[src/rtl/ntt_masked_bf_seq_if.sv]
// Issue/drain bus between the masked-butterfly sequencer and its environment.
// The slave modport is the sequencer side; the master modport is the controller/memory side.
interface ntt_masked_bf_seq_if #(
    parameter int ADDR_W = 15
);
    // A pass starts on start_i sampled in IDLE; strobes are single-cycle and never back-pressured.
    logic              start_i;
    logic [ADDR_W-1:0] src_base_i;
    logic [ADDR_W-1:0] dst_base_i;
    logic [ADDR_W-1:0] tw_base_i;
    logic              rnd_valid_i;
    logic              rnd_rd_o;
    logic              mem_rd_en_o;
    logic [ADDR_W-1:0] mem_rd_addr_o;
    logic [ADDR_W-1:0] tw_rd_addr_o;
    logic              bf_valid_o;
    logic              mem_wr_en_o;
    logic [ADDR_W-1:0] mem_wr_addr_o;
    logic              busy_o;
    logic              done_o;

    modport master (
        output start_i, src_base_i, dst_base_i, tw_base_i, rnd_valid_i,
        input  rnd_rd_o, mem_rd_en_o, mem_rd_addr_o, tw_rd_addr_o,
        input  bf_valid_o, mem_wr_en_o, mem_wr_addr_o, busy_o, done_o
    );

    modport slave (
        input  start_i, src_base_i, dst_base_i, tw_base_i, rnd_valid_i,
        output rnd_rd_o, mem_rd_en_o, mem_rd_addr_o, tw_rd_addr_o,
        output bf_valid_o, mem_wr_en_o, mem_wr_addr_o, busy_o, done_o
    );
endinterface

[src/rtl/ntt_masked_bf_seq.sv]
// Issue/drain sequencer for the masked 1x2 butterfly pipeline (fixed latency, no stall).
// Optional macro NTT_MASKED_BF_RND_STALL_EN: hold off issue while no fresh randomness is available.
module ntt_masked_bf_seq #(
    parameter int ADDR_W     = 15,
    parameter int NUM_BFLY   = 64,
    parameter int BF_LATENCY = 264,
    parameter int RD_LATENCY = 1
) (
    input  logic                  clk,
    input  logic                  reset_n,
    input  logic                  zeroize,
    ntt_masked_bf_seq_if.slave    bus,
    output logic [1:0]            dbg_state_o
);
    localparam int DL_W  = RD_LATENCY + BF_LATENCY;
    localparam int CNT_W = $clog2(NUM_BFLY + 1);
    localparam logic [CNT_W-1:0] LAST = CNT_W'(NUM_BFLY);

    typedef enum logic [1:0] {IDLE, ISSUE, DRAIN, DONE} state_t;

    state_t            state;
    logic [CNT_W-1:0]  issue_cnt;
    logic [CNT_W-1:0]  wr_cnt;
    logic [ADDR_W-1:0] src_base;
    logic [ADDR_W-1:0] dst_base;
    logic [ADDR_W-1:0] tw_base;
    logic [DL_W-1:0]   vld_dl;
    logic              rnd_ok;
    logic              issue_ok;

`ifdef NTT_MASKED_BF_RND_STALL_EN
    assign rnd_ok = bus.rnd_valid_i;
`else
    logic unused_rnd_valid;
    assign unused_rnd_valid = bus.rnd_valid_i;
    assign rnd_ok           = 1'b1;
`endif

    // The datapath cannot stall, so this is the only flow-control point.
    assign issue_ok    = (state == ISSUE) && (issue_cnt != LAST) && rnd_ok;
    assign bus.busy_o  = (state != IDLE);
    assign dbg_state_o = state;

    always_ff @(posedge clk or negedge reset_n) begin
        if (!reset_n) begin
            state             <= IDLE;
            issue_cnt         <= '0;
            wr_cnt            <= '0;
            src_base          <= '0;
            dst_base          <= '0;
            tw_base           <= '0;
            vld_dl            <= '0;
            bus.rnd_rd_o      <= 1'b0;
            bus.mem_rd_en_o   <= 1'b0;
            bus.mem_rd_addr_o <= '0;
            bus.tw_rd_addr_o  <= '0;
            bus.bf_valid_o    <= 1'b0;
            bus.mem_wr_en_o   <= 1'b0;
            bus.mem_wr_addr_o <= '0;
            bus.done_o        <= 1'b0;
        end else if (zeroize) begin
            state             <= IDLE;
            issue_cnt         <= '0;
            wr_cnt            <= '0;
            src_base          <= '0;
            dst_base          <= '0;
            tw_base           <= '0;
            vld_dl            <= '0;
            bus.rnd_rd_o      <= 1'b0;
            bus.mem_rd_en_o   <= 1'b0;
            bus.mem_rd_addr_o <= '0;
            bus.tw_rd_addr_o  <= '0;
            bus.bf_valid_o    <= 1'b0;
            bus.mem_wr_en_o   <= 1'b0;
            bus.mem_wr_addr_o <= '0;
            bus.done_o        <= 1'b0;
        end else begin
            bus.mem_rd_en_o <= issue_ok;
            bus.rnd_rd_o    <= issue_ok;
            if (issue_ok) begin
                bus.mem_rd_addr_o <= src_base + ADDR_W'(issue_cnt);
                bus.tw_rd_addr_o  <= tw_base + ADDR_W'(issue_cnt);
                issue_cnt         <= issue_cnt + 1'b1;
            end

            // Bit k of the delay line is set k cycles after the issue that fed it.
            vld_dl          <= {vld_dl[DL_W-2:0], issue_ok};
            bus.bf_valid_o  <= vld_dl[RD_LATENCY-1];
            bus.mem_wr_en_o <= vld_dl[DL_W-1];
            if (vld_dl[DL_W-1]) begin
                bus.mem_wr_addr_o <= dst_base + ADDR_W'(wr_cnt);
                wr_cnt            <= wr_cnt + 1'b1;
            end

            bus.done_o <= 1'b0;
            case (state)
                IDLE: begin
                    if (bus.start_i) begin
                        src_base  <= bus.src_base_i;
                        dst_base  <= bus.dst_base_i;
                        tw_base   <= bus.tw_base_i;
                        issue_cnt <= '0;
                        wr_cnt    <= '0;
                        state     <= ISSUE;
                    end
                end
                ISSUE: begin
                    if (issue_cnt == LAST) state <= DRAIN;
                end
                DRAIN: begin
                    if (wr_cnt == LAST) begin
                        state      <= DONE;
                        bus.done_o <= 1'b1;
                    end
                end
                DONE:    state <= IDLE;
                default: state <= IDLE;
            endcase
        end
    end
endmodule

[src/flat_wrapper.sv]
// flat-port wrapper written by rule: the top's interface ports become plain ports
module ntt_masked_bf_seq_flat 
#(
    parameter int ADDR_W     = 15,
    parameter int NUM_BFLY   = 64,
    parameter int BF_LATENCY = 264,
    parameter int RD_LATENCY = 1
)
  (clk, reset_n, zeroize, dbg_state_o, bus_start_i, bus_src_base_i, bus_dst_base_i, bus_tw_base_i, bus_rnd_valid_i, bus_rnd_rd_o, bus_mem_rd_en_o, bus_mem_rd_addr_o, bus_tw_rd_addr_o, bus_bf_valid_o, bus_mem_wr_en_o, bus_mem_wr_addr_o, bus_busy_o, bus_done_o);
  ntt_masked_bf_seq_if #(.ADDR_W(ADDR_W)) bus_i ();
  input  logic clk;
  input  logic reset_n;
  input  logic zeroize;
  output logic [1:0] dbg_state_o;
  input wire logic [$bits(bus_i.start_i)-1:0] bus_start_i;
  input wire logic [$bits(bus_i.src_base_i)-1:0] bus_src_base_i;
  input wire logic [$bits(bus_i.dst_base_i)-1:0] bus_dst_base_i;
  input wire logic [$bits(bus_i.tw_base_i)-1:0] bus_tw_base_i;
  input wire logic [$bits(bus_i.rnd_valid_i)-1:0] bus_rnd_valid_i;
  output wire logic [$bits(bus_i.rnd_rd_o)-1:0] bus_rnd_rd_o;
  output wire logic [$bits(bus_i.mem_rd_en_o)-1:0] bus_mem_rd_en_o;
  output wire logic [$bits(bus_i.mem_rd_addr_o)-1:0] bus_mem_rd_addr_o;
  output wire logic [$bits(bus_i.tw_rd_addr_o)-1:0] bus_tw_rd_addr_o;
  output wire logic [$bits(bus_i.bf_valid_o)-1:0] bus_bf_valid_o;
  output wire logic [$bits(bus_i.mem_wr_en_o)-1:0] bus_mem_wr_en_o;
  output wire logic [$bits(bus_i.mem_wr_addr_o)-1:0] bus_mem_wr_addr_o;
  output wire logic [$bits(bus_i.busy_o)-1:0] bus_busy_o;
  output wire logic [$bits(bus_i.done_o)-1:0] bus_done_o;
  assign bus_i.start_i = bus_start_i;
  assign bus_i.src_base_i = bus_src_base_i;
  assign bus_i.dst_base_i = bus_dst_base_i;
  assign bus_i.tw_base_i = bus_tw_base_i;
  assign bus_i.rnd_valid_i = bus_rnd_valid_i;
  assign bus_rnd_rd_o = bus_i.rnd_rd_o;
  assign bus_mem_rd_en_o = bus_i.mem_rd_en_o;
  assign bus_mem_rd_addr_o = bus_i.mem_rd_addr_o;
  assign bus_tw_rd_addr_o = bus_i.tw_rd_addr_o;
  assign bus_bf_valid_o = bus_i.bf_valid_o;
  assign bus_mem_wr_en_o = bus_i.mem_wr_en_o;
  assign bus_mem_wr_addr_o = bus_i.mem_wr_addr_o;
  assign bus_busy_o = bus_i.busy_o;
  assign bus_done_o = bus_i.done_o;
  ntt_masked_bf_seq #(.ADDR_W(ADDR_W), .NUM_BFLY(NUM_BFLY), .BF_LATENCY(BF_LATENCY), .RD_LATENCY(RD_LATENCY)) u_core (.clk(clk), .reset_n(reset_n), .zeroize(zeroize), .bus(bus_i), .dbg_state_o(dbg_state_o));
endmodule
[config.mk]
export PLATFORM = sky130hd
export DESIGN_NAME = ntt_masked_bf_seq_flat
export DESIGN_NICKNAME = d
export VERILOG_FILES = /design/src/rtl/ntt_masked_bf_seq_if.sv /design/src/rtl/ntt_masked_bf_seq.sv /design/src/flat_wrapper.sv
export SDC_FILE = /design/constraint.sdc
export NUM_CORES = 1
export LEC_CHECK = 0
export CORE_ASPECT_RATIO = 0.7
export CORE_MARGIN = 5
export CORE_UTILIZATION = 60
export DETAILED_ROUTE_END_ITERATION = 7
export PLACE_DENSITY = 0.93
export SYNTH_ARGS = -nofsm -noshare
export SYNTH_HDL_FRONTEND = slang
export SYNTH_SLANG_ARGS = --single-unit
[constraint.sdc]
create_clock -name clk -period 4.45 [get_ports clk]
set_clock_uncertainty 0.1 [all_clocks]
set_input_delay 0.445 -clock clk [delete_from_list [all_inputs] [get_ports clk]]
set_output_delay 0.445 -clock clk [all_outputs]
set_load 0.005 [all_outputs]
# After elaboration in Yosys (flattened, before gate mapping)
# Cells that the tools add are included.
# totals
register_bits	375
inputBits	50
output_inout_bits	53
elab_cells	72
# classes
addsub	5
eq_ne	9
n_mux	35
reduce_logical	9
# op_table
cell	count
265-bit two-way mux	1
15-bit two-way mux	15
7-bit two-way mux	8
15-bit by 7-bit adder with 15-bit output	3
7-bit by 1-bit adder with 7-bit output, second input constant	2
7-bit equality test, second input constant	2
2-bit nonzero test	5
2-bit two-way mux	4
2-bit one-hot mux with 4 select lines	1
7-bit != test, second input constant	1
1-bit two-way mux	6
3-bit != test, second input constant	2
2-bit equality test, second input constant	2
3-bit by 2-bit != test with 1-bit output, second input constant	1
3-bit AND reduction	1
2-bit by 1-bit equality test with 1-bit output, second input constant	1
2-bit zero test	1
2-bit AND reduction	1
1-bit logical AND	1

# Depth between registers and ports, before layout
# logic_depth
depth_word	6
depth_mapped	9
depth_no_buf	6

# Least setup slack after synthesis
# No wires, ideal clock.
# synth_path
path_kind	register -> register
from	register u_core.wr_cnt[0]
to	register u_core.bus.mem_wr_addr_o[14]
setup_time_ns	0.099
arrival_time_ns	1.946
t_required_ns	4.251
setup_slack_ns	2.305
stages_incl_launch_ff	7
n_path_buf	0
period_less_slack_ns	2.145
cell_sequence	dfrtp_1 -> ha_1 -> fa_1 -> a211oi_2 -> o211a_4 -> or4_1 -> a311oi_1
# synth_via
elab_chain_len	3
# synth_lines
element	line_no	rtl
from (decl)	ntt_masked_bf_seq.sv:23	logic [CNT_W-1:0] wr_cnt;
from (signal assigned)	ntt_masked_bf_seq.sv:92	wr_cnt <= wr_cnt + 1'b1;
15-bit by 7-bit adder with 15-bit output	ntt_masked_bf_seq.sv:91	bus.mem_wr_addr_o <= dst_base + ADDR_W'(wr_cnt);
15-bit two-way mux	ntt_masked_bf_seq.sv:90	if (vld_dl[DL_W-1]) begin
15-bit two-way mux	ntt_masked_bf_seq.sv:61	end else if (zeroize) begin
to (signal assigned)	ntt_masked_bf_seq.sv:91	
to (decl)	ntt_masked_bf_seq_if.sv:31	output bf_valid_o, mem_wr_en_o, mem_wr_addr_o, busy_o, done_o
# No other way between the ends. The select of a mux whose other input is x is not followed.
# A chain may end at the register's enable or synchronous reset.

# Worst setup path in the final report
# layout_path
from	register u_core.issue_cnt[1]
to	register u_core.bus.tw_rd_addr_o[4]
# layout_via
elab_chain_len	3
elab_cells_between_ends	6
classes_between	add/sub: 1; eq/ne: 1; mux: 2; reduce/logical: 2
# layout_lines
element	line_no	rtl
from (decl)	ntt_masked_bf_seq.sv:22	logic [CNT_W-1:0] issue_cnt;
from (signal assigned)	ntt_masked_bf_seq.sv:83	issue_cnt <= issue_cnt + 1'b1;
15-bit by 7-bit adder with 15-bit output or 7-bit != test (tied branches)	ntt_masked_bf_seq.sv:82, ntt_masked_bf_seq.sv:40	
15-bit two-way mux or 1-bit logical AND (tied branches)	ntt_masked_bf_seq.sv:80, ntt_masked_bf_seq.sv:40	
15-bit two-way mux or 2-bit nonzero test (tied branches)	--	
to (signal assigned)	ntt_masked_bf_seq.sv:82	bus.tw_rd_addr_o <= tw_base + ADDR_W'(issue_cnt);
to (decl)	ntt_masked_bf_seq_if.sv:30	output rnd_rd_o, mem_rd_en_o, mem_rd_addr_o, tw_rd_addr_o,
# Several ways; a longest one is shown, not always the timed one. The select of a mux whose other input is x is not followed.

==> out/qor.yml <==
synth_xor_area_share_pct: 1.05
post-route-min-period_ps: 3000
chipWidth_um: 194
end_kind: "flop"
synth_flop_cell: "dfrtp_1"
netlist_instances: 1129
yosys.area_share.simple_pct: 17.7
drt_wl_total_um: 30300
gp_congestion: 0.878
first_pass_iters: 6
fin_util_pct: 71.2
async_reset_ff_share_pct: 100
synthDominantCellAreaShare_pct: 65.6
critPathRequiredTime_ps: 4760
crit_arrival_ps: 3310
grt_pass1_wl_um: 50000
ir_drop_mv: 0.263
crit_type: "flop to flop"
numCtsBuffers: 34
slew_headroom_pct: 13.4
antenna_found_initial: 0
dp_hpwl_um: 18200
status: "completed"
ys_seq_area_share_pct: 65.6
core_sq_mm: 0.0235
worstMarginPinSlew_ps: 1300
syn_area_per_cell_sq_um: 12.6
antenna_left: 0
grt_max_degree: 163
portBuffers: 101
power.density_mw_per_mm2: 461
grt.total_usage_pct: 22.6
ioPinCount: 103
die_h_um: 139
syn_nets: 1210
synth_edf_count: 0
initial_core_util_pct: 60.6
clk_root_buffer_cell: "clkbuf_16"
clkTransAtPathRegs_ps: 60
grt_overflow_total: 0
power.leakage_nw: 7.89
syn_area_sq_mm: 0.0142
synth-compound-area-share_pct: 9.97
yosys.area_share.adder_pct: 2.89
area_growth_pct: 17.4
cts.sinks: 373
maxCapViolCount: 0
yosysTopAreaCell: "dfrtp_1"
max_freq_mhz: 333
post_cts_resized: 0
setup_viol: 0
cts_tree: "yes"
hold_class: "flop to flop"
rows: 47
viasPerCell: 5.83
avgRoutedWirePerCell_um: 19.5
htreeDepth: 2
grt_pass1_vias: 9392
vias: 9070
synth.area.mux_share_pct: 0.642
drive_gt1_share_pct: 6.62
clockBufferDepth: 3
setup.worst_path.start_class: "flop"
yosysWarnings: 0
ys_top_cells_by_area: "dfrtp_1 66%, nor2b_1 12%, a22o_1 2.9%"
finalSetupTns_ps: 0
synth_top_family_by_area: "simple AND/OR/NAND/NOR gates"
final_max_slew_viol_count: 0
worstSkewPairLatency_ps: 510
drt-initial-drc-count: 838
ys_types: 60
fin_crit_sh_pct: 67.4
n_antenna_cell: 0
drc_errors: 0
crit_fanout: 42
rsz0062_at_grt: "no"
die_area_sq_mm: 0.0269
final-hold-violation-count: 0
ys_ff_latch: 373
fin_nets: 1296
[where the power goes]
group	switching [mW]	leakage [nW]	internal (mW)
Sequential	0.187	5.18	3.54
Clock	1.23	0.583	1.80
Combinational	0.559	2.13	0.394
Total	1.97	7.89	5.73
[cells in the mapped netlist (all sizes together), types with 8 or more instances]
master / n
clkbuf: 49
xor2: 9
nand3: 21
a211oi: 13
xnor2: 8
a21oi: 29
inv: 17
nor2: 38
or3: 14
nand4: 13
dfrtp: 373
o21ai: 27
nor2b: 271
a31oi: 10
nand2: 40
a22o: 47
o211ai: 11
ha: 28
buf: 11
mux2i: 8
a311oi: 9
[registers in the layout, indices dropped and copies added, names as in the netlist, 2 cells and up]
name / cells
u_core.bus.mem_wr_addr_o: 15
u_core.dst_base: 15
u_core.vld_dl: 265
u_core.dbg_state_o: 2
u_core.wr_cnt: 7
u_core.src_base: 15
u_core.tw_base: 15
u_core.bus.mem_rd_addr_o: 15
u_core.bus.tw_rd_addr_o: 15
u_core.issue_cnt: 7
[worst paths after layout]
| path | startpoint | endpoint | slack (ps) | cells after the start |
|---|---|---|---|---|
| min in group asynchronous | reset_n | u_core.dst_base[8] | 480 | 2 |
| max in group asynchronous | reset_n | u_core.vld_dl[53] | 2540 | 3 |
| worst min-delay path | u_core.vld_dl[89] | u_core.vld_dl[90] | 360 | 1 |
| worst min register to register | u_core.vld_dl[89] | u_core.vld_dl[90] | 360 | 1 |
| worst max-delay path | u_core.issue_cnt[1] | u_core.bus.tw_rd_addr_o[4] | 1450 | 6 |
| worst max register to register | u_core.issue_cnt[1] | u_core.bus.tw_rd_addr_o[4] | 1450 | 6 |
[cells by family (layout without fill, tap and decap cells)]
kind of cell	count (synthesis)	after routing
compound gates	191	191
buf+inv	77	187
mux	9	9
xor+xnor	17	17
simple gates	431	431
fa+ha+maj	31	31
flops	373	373
[critical path, stage by stage (launching register included)]
cell,delay (ps)
dfrtp_1,570
inv_1,90
ha_1,190
and4bb_2,320
a21oi_4,910
nand2_1,410
o22ai_1,290
[what timing repair did]
item	CTS	global route
endpoints found under the hold margin	112	0
hold buffers	1	0
setup buffers	0	0
[cells in the final DEF (no fill, tap or decap), types with 7 or more instances in the layout]
cell               n
a211oi_1          12
a21oi_1           27
a22o_1            47
a311oi_1           7
a31oi_1           10
clkbuf_16         37
clkbuf_8          11
clkdlybuf4s50_1   99
dfrtp_1          373
ha_1              28
inv_1             17
mux2i_1            8
nand2_1           40
nand3_1           21
nand4_1           13
nor2_1            37
nor2b_1          271
o211ai_1          11
o21ai_0           26
o31ai_1            7
or3_1             11
or4_1              7
xnor2_1            8
xor2_1             9
[cell type report]
type	instances	area [sq um]
Inverter	17	63.8
Tap cell	318	398
Timing Repair Buffer	110	1130
Multi-Input combinational cell	679	4610
Fill cell	1409	6760
Sequential cell	373	9330
Clock buffer	53	1090
Clock inverter	7	85.1
[metrics by stage]
step                      worst slack [ps]  total power [mW]  cells  area (sq um)  hold slack (ps)
after global routing                  1290              7.98   1557         16700              373
after CTS                             1550              7.74   1557         16700              361
final                                 1450              7.70   1557         16700              359
after detailed placement              1610              4.70   1496         15500              346
after global placement                1680              4.66   1496         15500              343
after floorplan                       2300              4.23   1129         14200             49.4
[metal layers]
metal  vias up  track usage [%]  share of wire [%]
li1       4017                -                  -
met1      4602             33.7                 44
met2       385             34.2                 45
met3        66             5.61                8.0
met4         0             5.62                2.1
met5         -                0                  0
Note: power is estimated with default switching activity, not from simulation.
